File: src/rtl/pe_pkg.sv
// Shared definitions for the multiply-accumulate processing element:
// FSM state encoding, default widths and a small width helper.
package pe_pkg;

    // Default operand / retained-product width.
    localparam int DEFAULT_PRECISION        = 8;
    // Default width of the partial-sum path.
    localparam int DEFAULT_OUTPUT_PRECISION = 32;

    // Control FSM states of the PE.
    typedef enum logic [1:0] {
        IDLE = 2'd0,
        BUSY = 2'd1,
        DONE = 2'd2
    } pe_state_e;

    // Width of a counter that must hold the values 0 .. n-1 (at least 1 bit).
    function automatic int cnt_width(input int n);
        return (n > 1) ? $clog2(n) : 1;
    endfunction

endpackage : pe_pkg

File: src/rtl/pe_shift_add_mult.sv
// Sequential shift-add multiplier core: retires one multiplier bit per step.
// The product is kept to PRECISION bits, so it is (a*b) mod 2^PRECISION.
// acc_next exposes the accumulator value that the current step will write,
// so the owner can capture the final product on the same edge as the last step.
module pe_shift_add_mult
    import pe_pkg::*;
#(
    parameter int PRECISION = DEFAULT_PRECISION
) (
    input  logic                 clk,
    input  logic                 rst_n,
    input  logic                 load,       // capture operands, clear accumulator and count
    input  logic                 step,       // process one multiplier bit
    input  logic [PRECISION-1:0] a,          // multiplicand
    input  logic [PRECISION-1:0] b,          // multiplier
    output logic [PRECISION-1:0] acc_next,   // accumulator after the current step
    output logic                 last_step   // current step retires the final multiplier bit
);

    localparam int CNT_W = cnt_width(PRECISION);
    localparam logic [CNT_W-1:0] LAST_CNT = CNT_W'(PRECISION - 1);

    logic [PRECISION-1:0] mcand_q,  mcand_d;
    logic [PRECISION-1:0] mplier_q, mplier_d;
    logic [PRECISION-1:0] acc_q,    acc_d;
    logic [CNT_W-1:0]     cnt_q,    cnt_d;

    // Partial-product add for the bit currently at the bottom of the multiplier.
    always_comb begin
        acc_next  = acc_q + (mplier_q[0] ? mcand_q : '0);
        last_step = (cnt_q == LAST_CNT);
    end

    // Next-state of the datapath: load has priority over step.
    always_comb begin
        // NOTE: every signal gets a hold default first, so no path through the
        //       if/else leaves one unassigned and no latch is inferred.
        mcand_d  = mcand_q;
        mplier_d = mplier_q;
        acc_d    = acc_q;
        cnt_d    = cnt_q;
        if (load) begin
            mcand_d  = a;
            mplier_d = b;
            acc_d    = '0;
            cnt_d    = '0;
        end else if (step) begin
            acc_d    = acc_next;
            mcand_d  = mcand_q << 1;   // bits shifted past the top are dropped: mod 2^PRECISION
            mplier_d = mplier_q >> 1;
            cnt_d    = cnt_q + CNT_W'(1);
        end
    end

    // Datapath registers.
    always_ff @(posedge clk or negedge rst_n) begin
        // NOTE: these are a handful of flops, not a memory, so all of them are
        //       reset; an abort then leaves no stale operand behind.
        if (!rst_n) begin
            mcand_q  <= '0;
            mplier_q <= '0;
            acc_q    <= '0;
            cnt_q    <= '0;
        end else begin
            // NOTE: non-blocking assignments so every flop samples the pre-edge
            //       values regardless of statement order.
            mcand_q  <= mcand_d;
            mplier_q <= mplier_d;
            acc_q    <= acc_d;
            cnt_q    <= cnt_d;
        end
    end

endmodule : pe_shift_add_mult

File: src/rtl/processing_element.sv
// Multiply-accumulate processing element: s_out = s_in + ((a_in*b_in) mod 2^PRECISION).
// Holds the control FSM, the partial-sum latch, the final adder and the
// registered outputs; the multiplication itself runs in pe_shift_add_mult.
// A request is taken only in IDLE; ready pulses for the single DONE cycle and
// s_out keeps its value until the next result is written.
module processing_element
    import pe_pkg::*;
#(
    parameter int PRECISION        = DEFAULT_PRECISION,
    parameter int OUTPUT_PRECISION = DEFAULT_OUTPUT_PRECISION
) (
    input  logic                        CLK,
    input  logic                        reset,          // asynchronous, active-low
    input  logic [PRECISION-1:0]        a_in,
    input  logic [PRECISION-1:0]        b_in,
    input  logic [OUTPUT_PRECISION-1:0] s_in,
    input  logic                        start_multiply,
    output logic [OUTPUT_PRECISION-1:0] s_out,
    output logic                        ready
);

    pe_state_e                   state_q, state_d;
    logic [OUTPUT_PRECISION-1:0] s_in_q,  s_in_d;
    logic [OUTPUT_PRECISION-1:0] s_out_q, s_out_d;
    logic                        ready_q, ready_d;

    logic                 mult_load;
    logic                 mult_step;
    logic [PRECISION-1:0] mult_acc_next;
    logic                 mult_last_step;

    pe_shift_add_mult #(
        .PRECISION (PRECISION)
    ) u_mult (
        .clk       (CLK),
        .rst_n     (reset),
        .load      (mult_load),
        .step      (mult_step),
        .a         (a_in),
        .b         (b_in),
        .acc_next  (mult_acc_next),
        .last_step (mult_last_step)
    );

    // FSM next-state, multiplier control and output register next values.
    always_comb begin
        state_d   = state_q;
        s_in_d    = s_in_q;
        s_out_d   = s_out_q;
        ready_d   = 1'b0;
        mult_load = 1'b0;
        mult_step = 1'b0;
        unique case (state_q)
            IDLE: begin
                if (start_multiply) begin
                    mult_load = 1'b1;
                    s_in_d    = s_in;
                    state_d   = BUSY;
                end
            end
            BUSY: begin
                mult_step = 1'b1;
                if (mult_last_step) begin
                    // Product is zero-extended; the sum wraps at OUTPUT_PRECISION bits.
                    s_out_d = s_in_q + OUTPUT_PRECISION'(mult_acc_next);
                    ready_d = 1'b1;
                    state_d = DONE;
                end
            end
            DONE: begin
                // Unconditional return; inputs seen here are not used.
                state_d = IDLE;
            end
            default: begin
                state_d = IDLE;
            end
        endcase
    end

    // FSM state and registered outputs; reset aborts any operation in flight.
    always_ff @(posedge CLK or negedge reset) begin
        if (!reset) begin
            state_q <= IDLE;
            s_in_q  <= '0;
            s_out_q <= '0;
            ready_q <= 1'b0;
        end else begin
            state_q <= state_d;
            s_in_q  <= s_in_d;
            s_out_q <= s_out_d;
            ready_q <= ready_d;
        end
    end

    assign s_out = s_out_q;
    assign ready = ready_q;

endmodule : processing_element

File: config.mk
export PLATFORM = sky130hd
export DESIGN_NAME = processing_element
export DESIGN_NICKNAME = d
export VERILOG_FILES = /design/src/rtl/pe_pkg.sv /design/src/rtl/pe_shift_add_mult.sv /design/src/rtl/processing_element.sv
export SDC_FILE = /design/constraint.sdc
export NUM_CORES = 1
export LEC_CHECK = 0
export CORE_MARGIN = 3
export CORE_UTILIZATION = 53
export DETAILED_ROUTE_END_ITERATION = 10
export GPL_ROUTABILITY_DRIVEN = 0
export HOLD_SLACK_MARGIN = 0.06
export PLACE_DENSITY = 0.8
export REMOVE_ABC_BUFFERS = 1
export SLEW_MARGIN = 20
export SYNTH_ARGS = -nofsm -noshare
export SYNTH_HDL_FRONTEND = slang
export SYNTH_SLANG_ARGS = --single-unit
export TNS_END_PERCENT = 50
File: constraint.sdc
create_clock -name CLK -period 4.1 [get_ports CLK]
set_input_delay 0.41 -clock CLK [delete_from_list [all_inputs] [get_ports CLK]]
set_output_delay 0.41 -clock CLK [all_outputs]
set_load 0.02 [all_outputs]
After elaboration in Yosys (flattened, before gate mapping)
Index checks and enable logic that the tools add are counted.
{"block": "totals", "in_bits": 51, "wordCells": 37, "reg_bits": 94, "output_inout_bits": 33}
{"block": "classes", "addsub": 3, "n_reduce_logical": 5, "n_mux": 17, "eq_ne": 4}
{"op": "two-way mux 8 bit", "n": 7}
{"op": "adder 32 x 8 -> 32 bit", "n": 1}
{"op": "adder 8 bit", "n": 1}
{"op": "two-way mux 3 bit", "n": 2}
{"op": "AND reduction 2 bit", "n": 3}
{"op": "two-way mux 1 bit", "n": 5}
{"op": "two-way mux 2 bit", "n": 2}
{"op": "!= test 2 bit, second input constant", "n": 2}
{"op": "one-hot mux 2 bit (2 select lines)", "n": 1}
{"op": "adder 3 x 1 -> 3 bit, second input constant", "n": 1}
{"op": "== test 3 bit, second input constant", "n": 1}
{"op": "== test 2 x 1 -> 1 bit, second input constant", "n": 1}
{"op": "logical NOT 2 bit", "n": 1}
{"op": "nonzero test 2 bit", "n": 1}

Longest topological paths before layout
Gate-level depths: netlist of the first run.
{"block": "logic_depth", "depth_word": 4, "mapped_depth": 16, "mapped_depth_nobuf": 15}

Cells and area by module
From an unflattened synthesis of the first run, not the netlist that was laid out.
{"block": "unflattened", "cells_unflattened": 460, "area_unflattened_um2": 4820.9}
{"module": "processing_element", "area_each_um2": 3274.4, "seq_area_each_um2": 1676.6, "n_inst": 1, "cells_each": 303}
{"module": "pe_shift_add_mult", "area_each_um2": 1546.5, "seq_area_each_um2": 675.6, "n_inst": 1, "cells_each": 157}

Least setup slack after synthesis of the first run
OpenSTA, ideal clock, no wires.
{"block": "synth_path", "kind": "reg2reg", "from": "register u_mult.mplier_q[0]", "to": "register s_out_q[21] (netlist: s_out[21])", "required_time_ps": 3967, "t_arrival_ps": 3228, "setup_slack_ps": 739, "path_stages_with_launch": 16, "period_less_slack_ps": 3361, "setup_ps": 133, "path_buffers": 1, "path_cell_list": "dfrtp_1 > and2_1 > ha_1 > a211oi_1 > o21bai_1 > a2111oi_0 > or3_1 > xnor2_1 > ha_1 > a211oi_1 > nand2_1 > o21ai_2 > buf_2 > nor3_1 > xnor2_1 > o21ai_1"}
{"block": "synth_via", "elab_chain_cells": 3}
{"element": "from (decl)", "line": "pe_shift_add_mult.sv:24", "text": "logic [PRECISION-1:0] mplier_q, mplier_d;"}
{"element": "from (signal assigned)", "line": "pe_shift_add_mult.sv:68", "text": "mplier_q <= mplier_d;"}
{"element": "two-way mux 8 bit", "line": "pe_shift_add_mult.sv:30", "text": "acc_next = acc_q + (mplier_q[0] ? mcand_q : '0);"}
{"element": "adder 8 bit", "line": "pe_shift_add_mult.sv:30"}
{"element": "adder 32 x 8 -> 32 bit", "line": "processing_element.sv:65", "text": "s_out_d = s_in_q + OUTPUT_PRECISION'(mult_acc_next);"}
{"element": "to (signal assigned)", "line": "processing_element.sv:90", "text": "s_out_q <= s_out_d;"}
{"element": "to (decl)", "line": "processing_element.sv:24", "text": "logic [OUTPUT_PRECISION-1:0] s_out_q, s_out_d;"}
No other way between the ends.
A chain may end at the register's enable or synchronous reset.

Worst setup path after layout of the first run
{"block": "layout_path", "from": "register u_mult.mplier_q[0]", "to": "register s_out_q[26] (netlist: s_out[26])"}
Same word-level chain as after synthesis.

==> results of run 1 <==
sequential cells by signal, indices dropped and copies added, names as in the netlist:
signal	flops
state_q	2
u_mult.mplier_q	8
u_mult.acc_q	8
s_out	32
u_mult.mcand_q	8
u_mult.cnt_q	3
s_in_q	32
ready	1
area by class of cell:
type                    count  share of cell area
clock buffers              10              0.0231
clock inverters             5              0.0101
inverters                   9             0.00566
multi-input cells         320               0.392
flip-flops and latches     94               0.394
well taps                 108              0.0226
repair buffers             92               0.152
per-stage QoR:
step                      area (um2)  worst slack (ns)
after global placement          5730             0.336
after CTS                       5920             0.170
after global routing            5970            0.0365
after floorplan                 4700             0.442
after detailed placement        5730             0.221
final                           5970             0.316
metal layers:
metal  part of all wire  up-vias  wire length [um]  track usage
li1                   -     1730                 -            -
met1               0.45     1741              4570        0.284
met2               0.50       73              5060        0.343
met3              0.036       15               367       0.0227
met4              0.016        0               162       0.0777
met5                  0        -                 0            0
layout by cell type (no fill, tap or decap), types with 3 or more instances in the layout:
cell type,count
dfrtp_1,94
clkdlybuf4s50_1,82
nand2_1,52
o21ai_0,35
xnor2_1,31
mux2_2,31
ha_1,17
a22oi_1,15
a21oi_1,14
o21ai_1,13
a22o_1,12
nor2_1,11
nor3_1,10
clkbuf_8,10
inv_1,9
buf_4,9
nor2b_1,8
and2_1,7
nand3_1,7
a21o_1,6
a211oi_1,5
o21bai_1,5
xor2_1,4
o21ai_2,3
worst paths after layout:
check / start / end / slack [ns]
min reg2reg: s_out[4]$_DFFE_PN0P_ / s_out[4]$_DFFE_PN0P_ / 0.48
max in group asynchronous: reset / s_out[10]$_DFFE_PN0P_ / 3.07
max reg2reg: u_mult.mplier_q[0]$_DFFE_PN0P_ / s_out[26]$_DFFE_PN0P_ / 0.32
min: reset / s_out[0]$_DFFE_PN0P_ / 0.13
min in group CLK: s_out[4]$_DFFE_PN0P_ / s_out[4]$_DFFE_PN0P_ / 0.48
max: u_mult.mplier_q[0]$_DFFE_PN0P_ / s_out[26]$_DFFE_PN0P_ / 0.32
power groups by stage:
| stage | registers [mW] | logic, mW | clock network [mW] |
|---|---|---|---|
| 2_1_floorplan | 1.83 | 1.38 | 0 |
| 3_5_place_dp | 1.75 | 2.27 | 0 |
| 5_1_grt | 1.80 | 2.65 | 0.656 |
| 4_1_cts | 1.73 | 2.29 | 0.625 |
| 3_3_place_gp | 1.72 | 2.19 | 0 |
| 6_report | 1.73 | 2.41 | 0.612 |
logic make-up after synthesis:
group                    share of synthesized area
AO/OA/AOI/OAI                                0.155
XOR/XNOR                                    0.0638
adder cells (fa/ha/maj)                     0.0526
buffers and inverters                       0.0286
flip-flops                                   0.490
multiplexers                                0.0747
AND/OR/NAND/NOR                              0.136
what timing repair did:
action	4_1_cts	5_1_grt
endpoints found under the setup margin	0	14
setup buffers	0	2
resized for setup	0	2
endpoints found under the hold margin	0	0
==> out/summary.txt, run 1 <==
WL/cell: 15.9 um
Starting Density: 0.548
Bufs on Longest Clock Path: 2
grt ovf: 0
total of max-cap violations: 0
clk root buf: clkbuf_8
Pwr Total: 4.75 mW
Die Y: 101 um
area of the multi-input gates: 2340 um2
Num CTS Buffers: 9
initial antenna violation count: 0
asr flop ratio synth: 1.00
Switching Share: 0.407
CP Capture Type: flop
pin count of the biggest net entering global routing: 65
number of I/O pins: 84
Tmin final: 3.78 ns
status: finished clean
CTS clk-pin slew, worst paths: 0.10 ns
CP Max Fanout: 9
final hold violations: 0
Setup violations, final: 0
Yosys cell types: 49
Comb pwr share: 0.507
top cell type's share of synthesized area: 0.490
GRT Util Overall: 0.208
number of vias per cell: 5.58
Post-Syn Instances: 445
clock network fraction of design power: 0.129
clk sinks: 94
worst path arrival time: 3.99 ns
P_sw: 1.93 mW
WHS: 0.129 ns
Storage cell area: 2350 um2
CTS H-tree lvls: 3
ys flop type: dfrtp_1
crit-path leading delay family: compound AO/OA/AOI/OAI gates
Crit path required time: 4.31 ns
Worst Path Buf+Inv: 1
FILL cells: 648
R2R depth: 16
final WL: 10200 um
Tightest Pin Transition: 0.799 ns
final-stage net count: 596
first drt pass iteration count: 4
CTS Hold Bufs: 0
Die ar.: 10200 um2
diode count: 0
violation count after the first detailed-routing iteration: 130
Reg power frac: 0.365
vias in the first global route: 3601
Internal: 2.82 mW
RSZ-0062 raised after global routing: false
Crit path largest cell delay: 0.45 ns
Post-synth EDFFs: 0
Core ar.: 8760 um2
worst min path class: primary input to async pin
port bufs: 83
P_leak: 2.54 nW
critical path class: flop to flop
sequential share of the synthesized area: 0.490
pwr dens: 796 nW/um2
worst-skew pair later-pin latency: 0.35 ns
Max Clock Skew: 0.0175 ns
total negative slack: 0 ns
first-pass GRT wire length: 17100 um
max-slew violations: 0
mean post-synth cell area: 10.8 um2
# rows: 34
Inst Count DP: 621
synth cell count leaders: 94 x dfrtp_1, 53 x nand2_1, 35 x o21ai_0, 31 x mux2_2, 31 x xnor2_1
post-synth top area cell: dfrtp_1
Achievable Freq: 264 MHz
worst rel slew slack: 0.467
most frequent cell after synthesis: dfrtp_1
Final Core Density: 0.681
Yosys warnings: 0
mapped cell area: 4800 um2
DR DRC count: 0
share of cells above drive strength 1: 0.147
Area growth syn-to-layout: 24.2%
Critical Path Slowest Stage Cell: dfrtp_1
Yosys reg bits: 94
Period Utilization, post-route: 0.923
post-route ant nets: 0
vias: 3559
top post-synthesis cells by area: dfrtp_1 49%, mux2_2 7.3%, xnor2_1 5.7%, ha_1 4.4%, nand2_1 4.1%
Peak VDD IR: 0.000371 V
CTS tree: built
critical path cell sequence: and2_1 -> ha_1 -> fa_1 -> a21o_1 -> a21oi_1 -> o21bai_1 -> a21oi_1 -> xnor2_1 -> ha_1 -> o21a_1 -> o21ai_2 -> buf_4 -> o21bai_4 -> nor2_1 -> xnor2_1 -> o21ai_0
WP depth: 16
fin cells: 638
DP HPWL: 7200 um
die width: 101 um
CP startpoint kind: flop
(Power assumes the default switching activity.)
==> run 2, diff against run 1 <==
==> constraint.sdc (replaced) <==
create_clock -name CLK -period 4 [get_ports CLK]
set_input_delay 0.4 -clock CLK [delete_from_list [all_inputs] [get_ports CLK]]
set_output_delay 0.4 -clock CLK [all_outputs]
set_load 0.02 [all_outputs]
==> run 2 against run 1 <==
Effect of this change:
- clock-buffer cell count increased by 1
- routed wire length increased by 1.4%
- die area unchanged
- final area increased by 0.82%
- combinational power increased by 2%
- critical path type unchanged
- critical endpoint is now s_out[14]$_DFFE_PN0P_
- largest power group unchanged
- highest routed layer unchanged
==> out/summary.txt, run 2 (synthesized netlist as in run 1, its figures left out) <==
status: finished clean
Crit path largest cell delay: 0.44 ns (about the same)
initial antenna violation count: 0 (unchanged)
Tightest Pin Transition: 0.855 ns (+0.0559 ns)
Peak VDD IR: 0.000354 V (-4.4%)
CP startpoint kind: flop
final WL: 10300 um (+1.4%)
Pwr Total: 4.99 mW (+5.0%)
critical path class: flop to flop
Max Clock Skew: 0.0159 ns (-0.00161 ns)
P_leak: 2.56 nW (+0.79%)
R2R depth: 16 (unchanged)
GRT Util Overall: 0.213 (+0.00544)
WL/cell: 16.1 um (+1.1%)
# rows: 34 (unchanged)
total of max-cap violations: 0 (unchanged)
Worst Path Buf+Inv: 1 (unchanged)
Internal: 3.00 mW (+6.6%)
final hold violations: 0 (unchanged)
DP HPWL: 7420 um (+3.0%)
worst min path class: primary input to async pin
post-route design area: 6020 um2 (+0.82%)
Comb pwr share: 0.494 (-0.013)
violation count after the first detailed-routing iteration: 142 (+9.2%)
Num CTS Buffers: 9 (unchanged)
CP Capture Type: flop
number of vias per cell: 5.63 (+0.98%)
worst path arrival time: 3.95 ns (-0.04 ns)
grt ovf: 0 (unchanged)
Die Y: 101 um (unchanged)
total negative slack: 0 ns (unchanged)
CTS clk-pin slew, worst paths: 0.09 ns (about the same)
Bufs on Longest Clock Path: 2 (unchanged)
Setup violations, final: 0 (unchanged)
number of I/O pins: 84 (unchanged)
vias: 3605 (+1.3%)
pwr dens: 829 nW/um2 (+4.1%)
most frequent cells in the layout: 94 x dfrtp_1, 82 x clkdlybuf4s50_1, 52 x nand2_1
crit-path leading delay family: compound AO/OA/AOI/OAI gates
critical path cell sequence: and2_1 -> ha_1 -> fa_1 -> a21o_1 -> a21oi_2 -> o21bai_1 -> a21oi_1 -> xnor2_1 -> ha_1 -> o21a_1 -> o21ai_2 -> buf_4 -> o21ba_2 -> and3_2 -> xnor2_1 -> o21ai_0
clk root buf: clkbuf_8
Post-DP Area: 5730 um2 (+0.13%)
first-pass GRT wire length: 17400 um (+2.1%)
DR DRC count: 0 (unchanged)
Switching Share: 0.398 (-0.00929)
Area growth syn-to-layout: 25.2%
fin cells: 640 (+0.31%)
Achievable Freq: 267 MHz (+1.2%)
Starting Density: 0.548 (unchanged)
FF-to-FF setup slack: 0.26 ns (-0.06 ns)
diode count: 0 (unchanged)
final-stage net count: 597 (+0.17%)
share of cells above drive strength 1: 0.150 (+0.00321)
vias in the first global route: 3716 (+3.2%)
max-slew violations: 0 (unchanged)
worst-skew pair later-pin latency: 0.36 ns (about the same)
RSZ-0062 raised after global routing: false
Inst Count DP: 622 (+0.16%)
Tmin final: 3.74 ns (-0.0437 ns)
CP Max Fanout: 10 (+1)
pin count of the biggest net entering global routing: 70 (+7.7%)
Reg power frac: 0.355 (-0.010)
first drt pass iteration count: 4 (unchanged)
Critical Path Slowest Stage Cell: dfrtp_1
FF-to-FF End: s_out[14]$_DFFE_PN0P_
Die ar.: 10200 um2 (unchanged)
port bufs: 83 (unchanged)
Crit path required time: 4.21 ns (-0.10 ns)
clk sinks: 94 (unchanged)
clock network fraction of design power: 0.150 (+0.021)
most common cell after layout, fill and taps aside: dfrtp_1
Reg-to-Reg Start: u_mult.mplier_q[0]$_DFFE_PN0P_
Period Utilization, post-route: 0.935 (+0.0122)
WP depth: 16 (unchanged)
post-route ant nets: 0 (unchanged)
Core ar.: 8760 um2 (unchanged)
die width: 101 um (unchanged)
P_sw: 1.98 mW (+2.6%)
CTS H-tree lvls: 3 (unchanged)
worst rel slew slack: 0.430 (-0.0373)
CTS tree: built
## run 2: power groups by stage
stage / clock (mW) / combinational (mW) / sequential (mW)
6_report: 0.750 / 2.47 / 1.77
5_1_grt: 0.799 / 2.70 / 1.84
4_1_cts: 0.766 / 2.36 / 1.77
3_5_place_dp: 0 / 2.34 / 1.79
3_3_place_gp: 0 / 2.26 / 1.77
2_1_floorplan: 0 / 1.41 / 1.87
## run 2: cell type report
cell class                      instances  area, um2
Clock buffer                           11        131
Clock inverter                          5        106
Fill cell                             677       2750
Inverter                                9       33.8
Multi-Input combinational cell        320       2340
Sequential cell                        94       2350
Tap cell                              108        135
Timing Repair Buffer                   93        916
## run 2: worst max path at each step
| stage | startpoint | to | slack (ns) |
|---|---|---|---|
| global placement | u_mult.mplier_q[0]$_DFFE_PN0P_ | s_out[15]$_DFFE_PN0P_ | 0.21 |
| floorplan | u_mult.mplier_q[0]$_DFFE_PN0P_ | s_out[24]$_DFFE_PN0P_ | 0.34 |
| CTS | u_mult.mplier_q[0]$_DFFE_PN0P_ | s_out[25]$_DFFE_PN0P_ | 0.005 |
| global route | u_mult.mplier_q[0]$_DFFE_PN0P_ | s_out[14]$_DFFE_PN0P_ | 0.01 |
| finish | u_mult.mplier_q[0]$_DFFE_PN0P_ | s_out[14]$_DFFE_PN0P_ | 0.26 |
| detailed placement | u_mult.mplier_q[0]$_DFFE_PN0P_ | s_out[15]$_DFFE_PN0P_ | 0.09 |
## run 2: routing by layer
metal  track usage  vias up  part of all wire
met2         0.365       95              0.51
li1              -     1738                 -
met3        0.0317       16             0.044
met4        0.0746        0             0.018
met5             0        -                 0
met1         0.276     1756              0.42
## run 2: through the flow
step	utilization	setup WS [ns]	hold slack, ns
global route	0.686	0.00966	0.217
finish	0.686	0.260	0.150
floorplan	-	0.342	0.104
CTS	0.681	0.00540	0.173
global placement	0.654	0.208	0.465
detailed placement	0.654	0.0910	0.470
## run 2: repair_timing
item,in CTS,in global routing
resized for setup,0,3
hold buffers,0,0
buffers inserted,0,2
setup endpoints to repair,0,14
==> edit 1 (config.mk and constraints of run 2) <==
Re-encode `pe_state_e` (3 states) as one-hot, 3 bits wide.
--- a/src/rtl/pe_pkg.sv
+++ b/src/rtl/pe_pkg.sv
@@ -9,8 +9,8 @@
 
     // Control FSM states of the PE.
-    typedef enum logic [1:0] {
-        IDLE = 2'd0,
-        BUSY = 2'd1,
-        DONE = 2'd2
+    typedef enum logic [2:0] {
+        IDLE = 3'b001,
+        BUSY = 3'b010,
+        DONE = 3'b100
     } pe_state_e;
 
Function: same outputs for any inputs over 4 cycles, from zero or initial values and one cycle with reset low; so few cycles prove little.
==> edit 1 against run 2 <==
- worst setup slack improved by 130 ps
- hold slack worse by 64 ps
- total power decreased by 19%
- critical endpoint is now s_out[25]
- design area down 1.4%
- die area is 0.63% lower
- synthesized area shrank 0.68%
- combinational power shrank 28%
- count of clock-buffer cells in the layout stayed put
- sequential cell count up 1
- clock power shrank 7.1%
- routed wire length fell by 4.3%
==> edit 1: results (changes against run 2) <==
INFO  status         run_status=finished, final reports clean
INFO  placement      worst_slack_after_detailed_placement=383ps [+292 ps]
INFO  grt            first_pass_grt_wire_length=16,500um [-5.2%]
INFO  drt            drt-vias-per-instance=5.57 [-1.1%]
INFO  synth          synth_compound_area_frac=0.138 [-0.0170]
INFO  drt            wl=9860um [-4.3%]
INFO  grt            first_global_vias=3,472 [-6.6%]
INFO  synth          number_of_different_library_cells_in_the_post_synthesis_netlist=57 [+16%]
INFO  grt            grt_use_met2=0.348 [-0.0168]
INFO  finish         area_growth=24.4%
INFO  worst_setup_path critical_path_peak_fanout=11 [+1]
INFO  grt            globalRouteMet3Util=0.0277 [-0.00400]
INFO  worst_setup_path timing.critical_path.arrival=3840ps [-110 ps]
INFO  synth          yosys-top-cells-count=sky130_fd_sc_hd__dfrtp_1 (94), sky130_fd_sc_hd__nand2_1 (71), sky130_fd_sc_hd__mux2_2 (31), sky130_fd_sc_hd__o21ai_0 (28), sky130_fd_sc_hd__xnor2_1 (28)
INFO  pwr            leakage_power=2.57nW [+0.32%]
INFO  sta            worst_case_headroom_to_the_max_slew_limit=0.529 [+0.0985]
INFO  finish         nNetsFinal=585 [-2.0%]
INFO  placement      placement.cell_area=5720um2 [-0.33%]
INFO  placement      dpl.cell_count=609 [-2.1%]
INFO  synth          avgSynthCellArea=11.0um2 [+2.1%]
INFO  grt            grt_max_degree=58 [-17%]
INFO  synth          synth-seq-area-share=0.498 [+0.00884]
INFO  placement      dp_wirelength=7030um [-5.3%]
INFO  sta            clock_skew_after_layout=14.8ps [-1.04 ps]
INFO  grt            globalRouteTotalUtil=0.204 [-0.00918]
## edit 1: cell types whose count changed after synthesis, sizes merged, moves of 4 or more
cell,delta
inv,-5
o21ai,-12
nand2,+18
mux2i,+7
a22oi,-8
nor3,-10
clkbuf,+4
a211oi,+4
nor2b,-7
buf,-5
## edit 1: power by group
part | internal, W | switching, W
logic | 0.000873 | 0.000908
registers | 0.00126 | 0.000302
clock network | 0.000380 | 0.000318
total | 0.00252 | 0.00153
## edit 1: area by class of cell
class / instances / share of cell area
sequential: 95 / 0.401
multi-input combinational: 313 / 0.387
timing repair buffer: 92 / 0.151
clock buffer: 11 / 0.0255
tap: 105 / 0.0221
clock inverter: 3 / 0.0114
inverter: 4 / 0.00253
## edit 1: final timing paths
path,to,slack (ps),cells after the start
setup / recovery,s_out[25],390,16
hold reg to reg,s_out[4],480,2
hold / removal,s_out[29],90,1
min in group CLK,s_out[4],480,2
max in group asynchronous,s_out[1],2910,2
setup reg to reg,s_out[25],390,16
==> edit 2 (flow settings as in run 2) <==
Without the edit above. The package constant `DEFAULT_OUTPUT_PRECISION` goes from 32 to 16.
--- a/src/rtl/pe_pkg.sv
+++ b/src/rtl/pe_pkg.sv
@@ -6,5 +6,5 @@
     localparam int DEFAULT_PRECISION        = 8;
     // Default width of the partial-sum path.
-    localparam int DEFAULT_OUTPUT_PRECISION = 32;
+    localparam int DEFAULT_OUTPUT_PRECISION = 16;
 
     // Control FSM states of the PE.
Interface: changed (resized s_in and s_out); port bits go from 84 to 52. No check against the original RTL was run, so the function may have changed too.
==> edit 2 against run 2 <==
- synthesized area down 33%
- fmax is 10% higher
- routed wire length down 35%
- worst setup slack better by 340 ps
- die area shrank 31%
- final cell count fell by 34%
- design area decreased by 35%
- critical path type unchanged
- sequential cell count shrank 32
- critical endpoint is now s_out[10]
- via count is 34% lower
- total power down 38%
- non-clock buffer count shrank 39
==> edit 2: results (changes against run 2) <==
INFO  status         run_status=finished, final reports clean
INFO  grt            globalRouteMet3Util=0.0573 [+0.0256]
INFO  grt            globalRouteMet1Util=0.257 [-0.0200]
INFO  grt            globalRouteTotalUtil=0.205 [-0.00842]
INFO  synth          number_of_different_library_cells_in_the_post_synthesis_netlist=38 [-22%]
INFO  finish         total_area_of_multi_input_combinational_cells=1580um2 [-33%]
INFO  placement      port_buffers=51 [-39%]
INFO  finish         drive_above_1_share=0.114 [-0.0367]
INFO  sta            worst_case_headroom_to_the_max_slew_limit=0.387 [-0.0435]
INFO  finish         final-nonclk-buf-share=0.134 [-0.0178]
INFO  synth          yosys-top-cells-area=sky130_fd_sc_hd__dfrtp_1 (48%), sky130_fd_sc_hd__ha_1 (7.0%), sky130_fd_sc_hd__mux2_2 (6.3%)
INFO  grt            first_global_vias=2,501 [-33%]
INFO  placement      dp_wirelength=4780um [-36%]
INFO  sta            hold-worst-slack=209ps [+59.4 ps]
INFO  synth          synth-xor-area-share=0.0571 [-0.00667]
INFO  sta            clock_skew_after_layout=6.52ps [-9.34 ps]
INFO  synth          synth_compound_area_frac=0.189 [+0.0339]
INFO  finish         final-clk-cell-share=0.0427 [+0.00317]
INFO  sta            layout_min_cycle_time=3400ps [-341 ps]
INFO  die            well_tap_count=72 [-33%]
INFO  placement      worst_slack_after_detailed_placement=645ps [+554 ps]
INFO  clocking       clk_pin_slew_worst_paths=60ps [-30 ps]
INFO  worst_setup_path r2r.worst_path.cells=15 [-1]
INFO  drt            detail_route.iter0.violations=144 [+1.4%]
INFO  clocking       insertion_delay=340ps [-20 ps]
INFO  finish         nNetsFinal=402 [-33%]
INFO  finish         inverters_excl_clock=4 [-5]
INFO  finish         seq-cell-share=0.395 [+0.00401]
INFO  worst_setup_path critical_path.reg2reg.endpoint=s_out[10]
INFO  finish         buffers_excl_clock=54 [-42%]
==> edit 2: cell count changes in the layout (fill, tap and decap cells not counted), moves of 9 or more <==
| cell | change |
|---|---|
| sky130_fd_sc_hd__nand2_1 | -20 |
| sky130_fd_sc_hd__nor3_1 | -10 |
| sky130_fd_sc_hd__xor2_1 | +9 |
| sky130_fd_sc_hd__o21ai_1 | -11 |
| sky130_fd_sc_hd__clkdlybuf4s50_1 | -32 |
| sky130_fd_sc_hd__xnor2_1 | -23 |
| sky130_fd_sc_hd__dfrtp_1 | -32 |
| sky130_fd_sc_hd__mux2_2 | -13 |
==> edit 2: per-layer routing <==
layer / vias up / wire length [um]
li1: 1176 / -
met1: 1163 / 3050
met2: 46 / 3320
met3: 11 / 235
met4: 0 / 121
met5: - / 0
